<file path="config.mk">
export PLATFORM = sky130hd
export DESIGN_NAME = maq_mh
export DESIGN_NICKNAME = d
export VERILOG_FILES = /design/src/rtl/maq_pkg.sv /design/src/rtl/maq_borda.sv /design/src/rtl/maq_mh.sv
export SDC_FILE = /design/constraint.sdc
export NUM_CORES = 1
export LEC_CHECK = 0
export CORE_MARGIN = 1
export CORE_UTILIZATION = 48
export CTS_CLUSTER_SIZE = 12
export DETAILED_ROUTE_END_ITERATION = 7
export PLACE_DENSITY = 0.78
export SLEW_MARGIN = 30
export SYNTH_ARGS = -nofsm -noshare
export SYNTH_HDL_FRONTEND = slang
export SYNTH_SLANG_ARGS = --single-unit
</file>
<file path="constraint.sdc">
create_clock -name maqmh_clock -period 2.3 [get_ports maqmh_clock]
set_input_delay 0.69 -clock maqmh_clock [delete_from_list [all_inputs] [get_ports maqmh_clock]]
set_output_delay 0.69 -clock maqmh_clock [all_outputs]
set_load 0.02 [all_outputs]
</file>
<file path="src/rtl/maq_pkg.sv">
// Shared definitions for the minutes/hours stage of the clock:
// state encoding, BCD digit limits and the mode sequencing helper.
package maq_pkg;

    localparam logic [1:0] EST_RODANDO     = 2'd0;
    localparam logic [1:0] EST_AJUSTE_HORA = 2'd1;
    localparam logic [1:0] EST_AJUSTE_MIN  = 2'd2;
    localparam logic [1:0] EST_ILEGAL      = 2'd3;

    typedef enum logic [1:0] {
        RODANDO     = EST_RODANDO,
        AJUSTE_HORA = EST_AJUSTE_HORA,
        AJUSTE_MIN  = EST_AJUSTE_MIN,
        ILEGAL      = EST_ILEGAL
    } estado_t;

    localparam logic [3:0] LSD_MAX        = 4'd9;
    localparam logic [2:0] MIN_MSD_MAX    = 3'd5;
    localparam logic [1:0] HOR_MSD_MAX    = 2'd2;
    localparam logic [3:0] HOR_LSD_MAX_23 = 4'd3;

    // Mode button cycles through the three legal states; anything else recovers to RODANDO.
    function automatic estado_t proximo_estado(input estado_t atual);
        case (atual)
            RODANDO:     return AJUSTE_HORA;
            AJUSTE_HORA: return AJUSTE_MIN;
            default:     return RODANDO;
        endcase
    endfunction

endpackage

</file>
<file path="src/rtl/maq_borda.sv">
// Rising-edge detector: one-cycle pulse on each low-to-high transition of i_in.
module maq_borda (
    input  logic i_clk,
    input  logic i_rst_n,
    input  logic i_in,
    output logic o_pulse
);

    logic r_prev;

    always_ff @(posedge i_clk or negedge i_rst_n) begin
        if (!i_rst_n) begin
            r_prev <= 1'b0;
        end else begin
            r_prev <= i_in;
        end
    end

    assign o_pulse = i_in & ~r_prev;

endmodule

</file>
<file path="src/rtl/maq_mh.sv">
// Minutes/hours stage of a 24h BCD clock with a three-state time-setting mode
// (running, set hours, set minutes) driven by a mode and an increment button.
module maq_mh
    import maq_pkg::*;
(
    input  logic       maqmh_clock,
    input  logic       maqmh_reset,
    input  logic       maqmh_inc_minuto,
    input  logic       maqmh_btn_modo,
    input  logic       maqmh_btn_inc,
    output logic [3:0] maqmh_min_lsd,
    output logic [2:0] maqmh_min_msd,
    output logic [3:0] maqmh_hor_lsd,
    output logic [1:0] maqmh_hor_msd,
    output logic [1:0] maqmh_estado,
    output logic       maqmh_inc_dia
);

    estado_t    r_estado;
    estado_t    w_estado_nxt;
    logic [3:0] r_min_lsd, w_min_lsd_nxt;
    logic [2:0] r_min_msd, w_min_msd_nxt;
    logic [3:0] r_hor_lsd, w_hor_lsd_nxt;
    logic [1:0] r_hor_msd, w_hor_msd_nxt;
    logic       w_modo_borda;
    logic       w_inc_min;
    logic       w_inc_hor;
    logic       w_min_max;
    logic       w_hor_max;

    maq_borda u_borda_modo (
        .i_clk   (maqmh_clock),
        .i_rst_n (maqmh_reset),
        .i_in    (maqmh_btn_modo),
        .o_pulse (w_modo_borda)
    );

    assign w_min_max = (r_min_msd == MIN_MSD_MAX) && (r_min_lsd == LSD_MAX);
    assign w_hor_max = (r_hor_msd == HOR_MSD_MAX) && (r_hor_lsd == HOR_LSD_MAX_23);

    // Increments are decided by the state before any mode edge takes effect.
    always_comb begin
        w_estado_nxt = r_estado;
        w_inc_min    = 1'b0;
        w_inc_hor    = 1'b0;
        case (r_estado)
            RODANDO: begin
                w_inc_min = maqmh_inc_minuto;
                w_inc_hor = maqmh_inc_minuto & w_min_max;
            end
            AJUSTE_HORA: w_inc_hor = maqmh_btn_inc;
            AJUSTE_MIN:  w_inc_min = maqmh_btn_inc;
            default: ;
        endcase
        if (w_modo_borda || (r_estado == ILEGAL)) begin
            w_estado_nxt = proximo_estado(r_estado);
        end
    end

    always_comb begin
        w_min_lsd_nxt = r_min_lsd;
        w_min_msd_nxt = r_min_msd;
        if (w_inc_min) begin
            if (r_min_lsd == LSD_MAX) begin
                w_min_lsd_nxt = 4'd0;
                w_min_msd_nxt = (r_min_msd == MIN_MSD_MAX) ? 3'd0 : r_min_msd + 3'd1;
            end else begin
                w_min_lsd_nxt = r_min_lsd + 4'd1;
            end
        end
    end

    always_comb begin
        w_hor_lsd_nxt = r_hor_lsd;
        w_hor_msd_nxt = r_hor_msd;
        if (w_inc_hor) begin
            if (w_hor_max) begin
                w_hor_lsd_nxt = 4'd0;
                w_hor_msd_nxt = 2'd0;
            end else if (r_hor_lsd == LSD_MAX) begin
                w_hor_lsd_nxt = 4'd0;
                w_hor_msd_nxt = r_hor_msd + 2'd1;
            end else begin
                w_hor_lsd_nxt = r_hor_lsd + 4'd1;
            end
        end
    end

    always_ff @(posedge maqmh_clock or negedge maqmh_reset) begin
        if (!maqmh_reset) begin
            r_estado  <= RODANDO;
            r_min_lsd <= 4'd0;
            r_min_msd <= 3'd0;
            r_hor_lsd <= 4'd0;
            r_hor_msd <= 2'd0;
        end else begin
            r_estado  <= w_estado_nxt;
            r_min_lsd <= w_min_lsd_nxt;
            r_min_msd <= w_min_msd_nxt;
            r_hor_lsd <= w_hor_lsd_nxt;
            r_hor_msd <= w_hor_msd_nxt;
        end
    end

    assign maqmh_min_lsd = r_min_lsd;
    assign maqmh_min_msd = r_min_msd;
    assign maqmh_hor_lsd = r_hor_lsd;
    assign maqmh_hor_msd = r_hor_msd;
    assign maqmh_estado  = r_estado;
    assign maqmh_inc_dia = (r_estado == RODANDO) && maqmh_inc_minuto && w_min_max && w_hor_max;

endmodule

</file>
* Yosys cells after proc, flatten, opt, wreduce, memory -nomap -nowiden
Cells that the tools add are included.
** Storage, ports and cells
- Register bits :: 16
- Input port bits :: 5
- Output and inout bits :: 16
- Word-level logic and storage cells :: 40
** Operators by class
- Add/sub/neg operators :: 4
- Equal/unequal tests :: 8
- Mux-type cells :: 9
- Bitwise operators :: 3
- Reduce and logical (&&, ||, !) cells :: 10
** Operators with widths (number)
- 4-bit two-way mux :: 3
- 4-bit by 1-bit adder with 4-bit output (second input constant) :: 2
- 4-bit equality test (second input constant) :: 2
- 2-bit equality test (second input constant) :: 3
- 1-bit logical AND :: 5
- 4-bit by 2-bit equality test with 1-bit output (second input constant) :: 1
- 2-bit two-way mux :: 2
- 1-bit case mux with 2 select lines :: 2
- 2-bit case mux with 2 select lines :: 1
- 2-bit AND reduction :: 2
- 3-bit by 1-bit adder with 3-bit output (second input constant) :: 1
- 3-bit equality test (second input constant) :: 1
- 3-bit two-way mux :: 1
- 2-bit by 1-bit adder with 2-bit output (second input constant) :: 1
- 1-bit bitwise AND :: 2
- 2-bit by 1-bit equality test with 1-bit output (second input constant) :: 1
- 2-bit zero test :: 1
- 2-bit nonzero test :: 1
- 1-bit logical OR :: 1
- 1-bit inverter :: 1

* Depth between registers and ports, before layout
Gate-level depths: netlist of the first run.
- Depth after elaboration :: 5
- Gate-level depth with buffers :: 6
- Mapped depth without buffers :: 6

* By module
From an unflattened synthesis of the first run, not the netlist that was laid out.
** Second synthesis, totals
- Cell total of the unflattened synthesis :: 77
- Area, all modules :: 839.6 um2
** Modules (own cells, without submodules)
- maq_mh :: times used 1, cells each 75, area each 800.8 um2, sequential area each 375.4 um2
- maq_borda :: times used 1, cells each 2, area each 38.8 um2, sequential area each 25.0 um2

* Worst setup path before layout of the first run
OpenSTA, ideal clock, no wires.
- Path type :: reg2out
- From :: reg r_hor_lsd[0] (netlist: maqmh_hor_lsd[0])
- To :: out maqmh_inc_dia
- Data arrival time :: 1.927 ns
- Data required time :: 1.610 ns
- Setup slack :: -0.317 ns
- Stages on the path, launching flop included :: 5
- Path buffers :: 0
- Cell sequence :: dfrtp_1 ha_1 nor3b_1 nand4_1 nor4b_1
** On the way
- Cells in the longest elaborated chain, start to end :: 3
** Ends and longest elaborated chain
- start, declared :: line maq_mh.sv:23 : logic [3:0] r_hor_lsd, w_hor_lsd_nxt;
- start signal, assigned :: line maq_mh.sv:100 : r_hor_lsd <= w_hor_lsd_nxt;
- 4-bit by 2-bit equality test with 1-bit output :: line maq_mh.sv:39 : assign w_hor_max = (r_hor_msd == HOR_MSD_MAX) && (r_hor_lsd == HOR_LSD_MAX_23);
- 1-bit logical AND :: line maq_mh.sv:39
- 1-bit logical AND :: line maq_mh.sv:110 : assign maqmh_inc_dia = (r_estado == RODANDO) && maqmh_inc_minuto && w_min_max && w_hor_max;
- end, declared :: line maq_mh.sv:16 : output logic maqmh_inc_dia
Every way passes these cells.

* Final worst setup path of the first run
Same ends and word-level chain as after synthesis.

==> results.cfg, run 1 <==
[floorplanning]
start_util = 0.510
fp-row-count = 15
die_w_um = 44.8
fp.coreArea_um2 = 1730
io_pins = 21
chipHeight_um = 44.8
dieArea_um2 = 2010

[layout]
fin_area_um2 = 1300
syn_to_final_growth_pct = 48.0
antenna_cells = 0
fillCellCount = 123
fin_util = 0.755
nets = 128
drive_above_1_share = 0.328

[drt]
via_count = 722
dr.pass1.iters = 2
final_antenna_net_count = 0
viasPerCell = 5.01
drt_iter0_drc = 3
avgRoutedWirePerCell_um = 12.6
drc = 0
totalWireLength_um = 1820

[setup_path]
crit_end = maqmh_inc_dia
cp_slowest_cell = dfrtp_1
cp_max_fo = 2
r2r_cells = 5
cp-startpoint = maqmh_hor_lsd[0]$_DFFE_PN0P_
r2r_end = maqmh_hor_lsd[2]$_DFFE_PN0P_
worstPathRequired_ps = 1610
worstReg2RegStart = maqmh_min_lsd[2]$_DFFE_PN0P_
crit_type = flop to output port
arrival_ps = 1570
worstSetupEndpointType = output port
worstPathCellList = ha_2 > nor3b_4 > nand4_1 > nor4b_4 > buf_4
cp-start-kind = flop
worst-r2r-setup-slack_ps = 680
crit_path_max_incr_delay_ps = 370

[clock_tree]
cts_buffer_depth = 2
htree_levels = 1
holdBufCountCts = 0
cts_inserted_buffers = 3
cts_tree = built
cts.sinks = 16
path_clk_slew_ps = 90
insertion_delay_ps = 280
postCtsSetupBuffers = 0
cts_root_buf = clkbuf_4

[synthesis]
netlist_area_um2 = 881
synth.distinct_cells = 32
yosysTopAreaCell = dfrtp_1
synth_top_flop_cell = dfrtp_1
synth_area_per_cell_um2 = 11.4
synth_edf_count = 0
seq_area_frac_synth = 0.455
ys_ff_latch = 16
synth_xor_area_frac = 0.0398
synth-warning-count = 0
synthesis.nets = 84
synth_top_family_by_area = simple AND/OR/NAND/NOR gates
synth_compound_area_frac = 0.115
synthArstFlopShare = 1.00
synthCells = 77
synthMuxAreaShare = 0.114
yosys.area_share.simple = 0.232
synthAdderAreaFrac = 0.0284
synth_top_area_frac = 0.455
ys_top_cells_by_area = dfrtp_1, mux2_4, xnor2_1, nand2_1, ha_1

[sta]
hold_slack_ps = 557
fmax_ghz = 0.443
worst_slack_ps = 41.4
hold_viol = 0
relSlewSlack = 0.813
period_minus_slack_ps = 2260
skew_ps = 1.92
period_share = 0.982
rsz0062_at_grt = yes
setup_viol = 0
worst_pin_slew_ps = 280
slew_viol_final = 0

[pwr]
irDropWorstVdd_v = 0.000835
power_mw = 1.71
leakage_nw = 0.578
powerDensity_nw_per_um2 = 1310

[placement]
placed_area_um2 = 1270
place_ws_ps = -384
place.gp.congestion = 0.846
hpwl_um = 1430
port_buffers = 20

[global_route]
antenna_found_initial = 0
grt_max_degree = 17
grt_pass1_vias = 720
overflow = 0
grt.total_usage = 0.210
grt_pass1_wl_um = 2950

[flow_run]
maxCapViolCount = 0

[hold_path]
min_path_type = flop to flop

[outcome]
status = complete, no violations
cell families after synthesis:
logic type / Yosys count
compound gates: 12
xor+xnor: 4
fa+ha+maj: 2
buf+inv: 4
flops: 16
mux: 7
simple gates: 32
how the worst min path moves through the flow:
stage,from,endpoint,slack (ps),cells after the start
2_1_floorplan,maqmh_reset,maqmh_estado[0]$_DFFE_PN0P_,390,0
4_1_cts,maqmh_min_msd[2]$_DFFE_PN0P_,maqmh_min_msd[2]$_DFFE_PN0P_,560,2
5_1_grt,maqmh_min_msd[2]$_DFFE_PN0P_,maqmh_min_msd[2]$_DFFE_PN0P_,570,2
3_3_place_gp,u_borda_modo.r_prev$_DFF_PN0_,maqmh_estado[1]$_DFFE_PN0P_,540,3
3_5_place_dp,u_borda_modo.r_prev$_DFF_PN0_,maqmh_estado[1]$_DFFE_PN0P_,540,3
6_report,maqmh_min_msd[2]$_DFFE_PN0P_,maqmh_min_msd[2]$_DFFE_PN0P_,560,2
cell usage in the layout, fill, tap and decap left out:
| master | count |
|---|---|
| a21oi_1 | 1 |
| a21oi_4 | 1 |
| a22o_1 | 2 |
| a41o_4 | 1 |
| and2_4 | 1 |
| and3_1 | 1 |
| and3_4 | 1 |
| and3b_1 | 1 |
| and4bb_1 | 1 |
| and4bb_4 | 1 |
| buf_4 | 20 |
| clkbuf_4 | 3 |
| clkdlybuf4s50_1 | 19 |
| dfrtp_1 | 16 |
| ha_1 | 1 |
| ha_2 | 1 |
| inv_1 | 4 |
| mux2_4 | 6 |
| mux2i_1 | 1 |
| nand2_1 | 7 |
| nand2_2 | 2 |
| nand2b_1 | 1 |
| nand3_1 | 2 |
| nand4_1 | 1 |
| nand4bb_1 | 1 |
| nor2_1 | 5 |
| nor2b_1 | 2 |
| nor3b_4 | 1 |
| nor4b_4 | 1 |
| o211ai_1 | 1 |
| o21ai_0 | 4 |
| o21ai_1 | 1 |
| o2bb2ai_1 | 1 |
| or2b_1 | 1 |
| or3_1 | 2 |
| xnor2_1 | 4 |
final cells by class:
cell class	instances	area, um2	area share
multi-input combinational	57	494	0.379
sequential	16	400	0.307
timing repair buffer	39	340	0.261
tap	25	31.3	0.0240
clock buffer	3	22.5	0.0173
inverter	4	15.0	0.0115
synthesized netlist by cell type (2+ instances only):
cell type / number
dfrtp_1: 16
nand2_1: 7
mux2_4: 6
nor2_1: 5
inv_1: 4
o21ai_0: 4
xnor2_1: 4
a22o_1: 2
ha_1: 2
nand2_2: 2
nand3_1: 2
nor2b_1: 2
or3_1: 2
per-layer routing:
| layer | track usage | share of wire |
|---|---|---|
| met3 | 0.0360 | 0.025 |
| met1 | 0.247 | 0.45 |
| met2 | 0.356 | 0.52 |
| met5 | 0 | 0 |
| met4 | 0.127 | 0.0055 |
stage by stage:
step                      instances  setup TNS, ps
after detailed placement        141           -384
after floorplan                  77              0
after global placement          141           -362
final                           144              0
after CTS                       144              0
after global routing            144          -75.9
sequential cells by signal (all words and copies together) (netlist names):
name	count
u_borda_modo.r_prev	1
maqmh_estado	2
maqmh_hor_msd	2
maqmh_min_lsd	4
maqmh_hor_lsd	4
maqmh_min_msd	3
worst max-delay path: cells and delay by family, from the launching register on:
kind | cells | cell delay [ps]
and+or+nand+nor | 3 | 560
DFF | 1 | 370
adders and majority gates | 1 | 190
buffers and inverters | 1 | 170
power breakdown:
part / leakage [nW] / total [mW] / switching, mW / internal [mW]
combinational: 0.364 / 1.08 / 0.484 / 0.593
clock: 0.0138 / 0.142 / 0.0812 / 0.0607
sequential: 0.200 / 0.493 / 0.0967 / 0.396
repair_timing:
action                     CTS  global route
pin swaps                    1             0
setup endpoints to repair    1             1
gates resized for setup      6             2
No activity file was read; power rests on OpenSTA's default activity.
==> inputs of run 2 (changes only) <==
--- a/config.mk
+++ b/config.mk
@@ -6,10 +6,11 @@
 export NUM_CORES = 1
 export LEC_CHECK = 0
 export CORE_MARGIN = 1
-export CORE_UTILIZATION = 48
+export CORE_UTILIZATION = 50
+export CTS_BUF_LIST = sky130_fd_sc_hd__clkbuf_8
 export CTS_CLUSTER_SIZE = 12
 export DETAILED_ROUTE_END_ITERATION = 7
-export PLACE_DENSITY = 0.78
+export PLACE_DENSITY = 0.8
 export SLEW_MARGIN = 30
 export SYNTH_ARGS = -nofsm -noshare
 export SYNTH_HDL_FRONTEND = slang
==> run 2 against run 1 <==
  * Clock-buffer cell count up 1
  * Total power increased by 7.5%
  * Register-to-register slack better by 20 ps
  * Design area up 1.4%
  * Clock skew up 1.1 ps
==> results.cfg, run 2 (synthesis results as in run 1) <==
[outcome]
status = complete, no violations

[setup_path]
r2r_end = maqmh_hor_msd[0]$_DFFE_PN0P_
worstReg2RegStart = maqmh_hor_lsd[0]$_DFFE_PN0P_
crit_path_max_incr_delay_ps = 350
arrival_ps = 1580
crit_type = flop to output port
cp_slowest_cell = dfrtp_1
cp-start-kind = flop
worst-r2r-setup-slack_ps = 700
worstSetupEndpointType = output port
worstPathCellList = ha_1 > nor3b_4 > nand4_1 > nor4b_4 > buf_4
worstPathRequired_ps = 1610
cp_max_fo = 2
r2r_cells = 6

[sta]
hold_slack_ps = 523
rsz0062_at_grt = yes
slew_viol_final = 0
hold_viol = 0
period_minus_slack_ps = 2270
period_share = 0.986
worst_slack_ps = 33.1
setup_viol = 0
relSlewSlack = 0.812
worst_pin_slew_ps = 281
fmax_ghz = 0.441
skew_ps = 3.05

[drt]
totalWireLength_um = 1960
avgRoutedWirePerCell_um = 14.4
drt_iter0_drc = 12
drc = 0
final_antenna_net_count = 0
viasPerCell = 5.63
via_count = 765
dr.pass1.iters = 6

[floorplanning]
start_util = 0.559
die_w_um = 44.0
chipHeight_um = 44.0
dieArea_um2 = 1930
fp.coreArea_um2 = 1580
io_pins = 21
fp-row-count = 14

[pwr]
powerDensity_nw_per_um2 = 1390
irDropWorstVdd_v = 0.000991
leakage_nw = 0.595

[global_route]
overflow = 0
grt_max_degree = 17
grt.total_usage = 0.239
grt_pass1_vias = 760
grt_pass1_wl_um = 3260
antenna_found_initial = 0

[layout]
layout_common_cells = buf_4, clkdlybuf4s50_1, dfrtp_1
nets = 128
final_common_cell = buf_4
fin_area_um2 = 1320
drive_above_1_share = 0.325
syn_to_final_growth_pct = 50.1
antenna_cells = 0
stdcell_count = 136

[placement]
place_ws_ps = -398
placed_area_um2 = 1250
place.gp.congestion = 0.810
post-place-cells = 131
hpwl_um = 1420
port_buffers = 20

[clock_tree]
htree_levels = 1
cts_buffer_depth = 2
cts.sinks = 16
insertion_delay_ps = 250
holdBufCountCts = 0
cts_tree = built
path_clk_slew_ps = 70
cts_root_buf = clkbuf_8
cts_inserted_buffers = 3

[hold_path]
min_path_cells = 1
hp-start = maqmh_min_msd[2]$_DFFE_PN0P_
min_to = maqmh_min_msd[2]$_DFFE_PN0P_
min_path_type = flop to flop

[flow_run]
maxCapViolCount = 0
run 2: area by class of cell:
| class | count | area, um2 |
|---|---|---|
| tap | 16 | 20.0 |
| inverter | 4 | 15.0 |
| timing repair buffer | 39 | 340 |
| sequential | 16 | 400 |
| multi-input combinational | 57 | 492 |
| fill | 92 | 254 |
| clock buffer | 4 | 55.1 |
run 2: critical path: cells and delay by family, from the launching register on:
kind | cells | cell delay (ps)
and+or+nand+nor | 3 | 620
DFF | 1 | 350
adders and majority gates | 1 | 180
buffers and inverters | 1 | 170
run 2: worst max-delay path by stage:
stage                                             from             to  slack (ps)  cells past startpoint
final                     maqmh_hor_lsd[0]$_DFFE_PN0P_  maqmh_inc_dia          30                      5
after floorplan           maqmh_hor_lsd[0]$_DFFE_PN0P_  maqmh_inc_dia          40                      4
after detailed placement              maqmh_inc_minuto  maqmh_inc_dia        -400                      3
after global routing      maqmh_hor_lsd[1]$_DFFE_PN0P_  maqmh_inc_dia         -50                      5
after global placement                maqmh_inc_minuto  maqmh_inc_dia        -360                      3
after CTS                 maqmh_hor_lsd[1]$_DFFE_PN0P_  maqmh_inc_dia           6                      5
run 2: power by group:
group	internal (mW)	switching (mW)	total, mW
clock network	0.152	0.105	0.257
logic	0.597	0.493	1.09
registers	0.397	0.0953	0.492
total	1.15	0.694	1.84
run 2: through the flow:
step                 util  TNS, ps  power, mW
floorplan               -        0       1.05
global placement    0.794     -362       1.51
detailed placement  0.794     -398       1.55
CTS                 0.834        0       1.84
global route        0.839    -48.4       1.96
finish              0.839        0       1.84
run 2: what timing repair did:
action | 4_1_cts | 5_1_grt
endpoints found under the setup margin | 1 | 1
setup buffers | 0 | 1
gates resized for setup | 7 | 0
pin swaps | 1 | 1
run 2: metal layers:
layer	share of wire	global-route usage	wire length, um	vias to the layer above
li1	-	-	-	360
met1	0.42	0.265	823	377
met2	0.51	0.418	1000	22
met3	0.047	0.0667	91	6
met4	0.019	0.115	37	0
met5	0	0	0	-
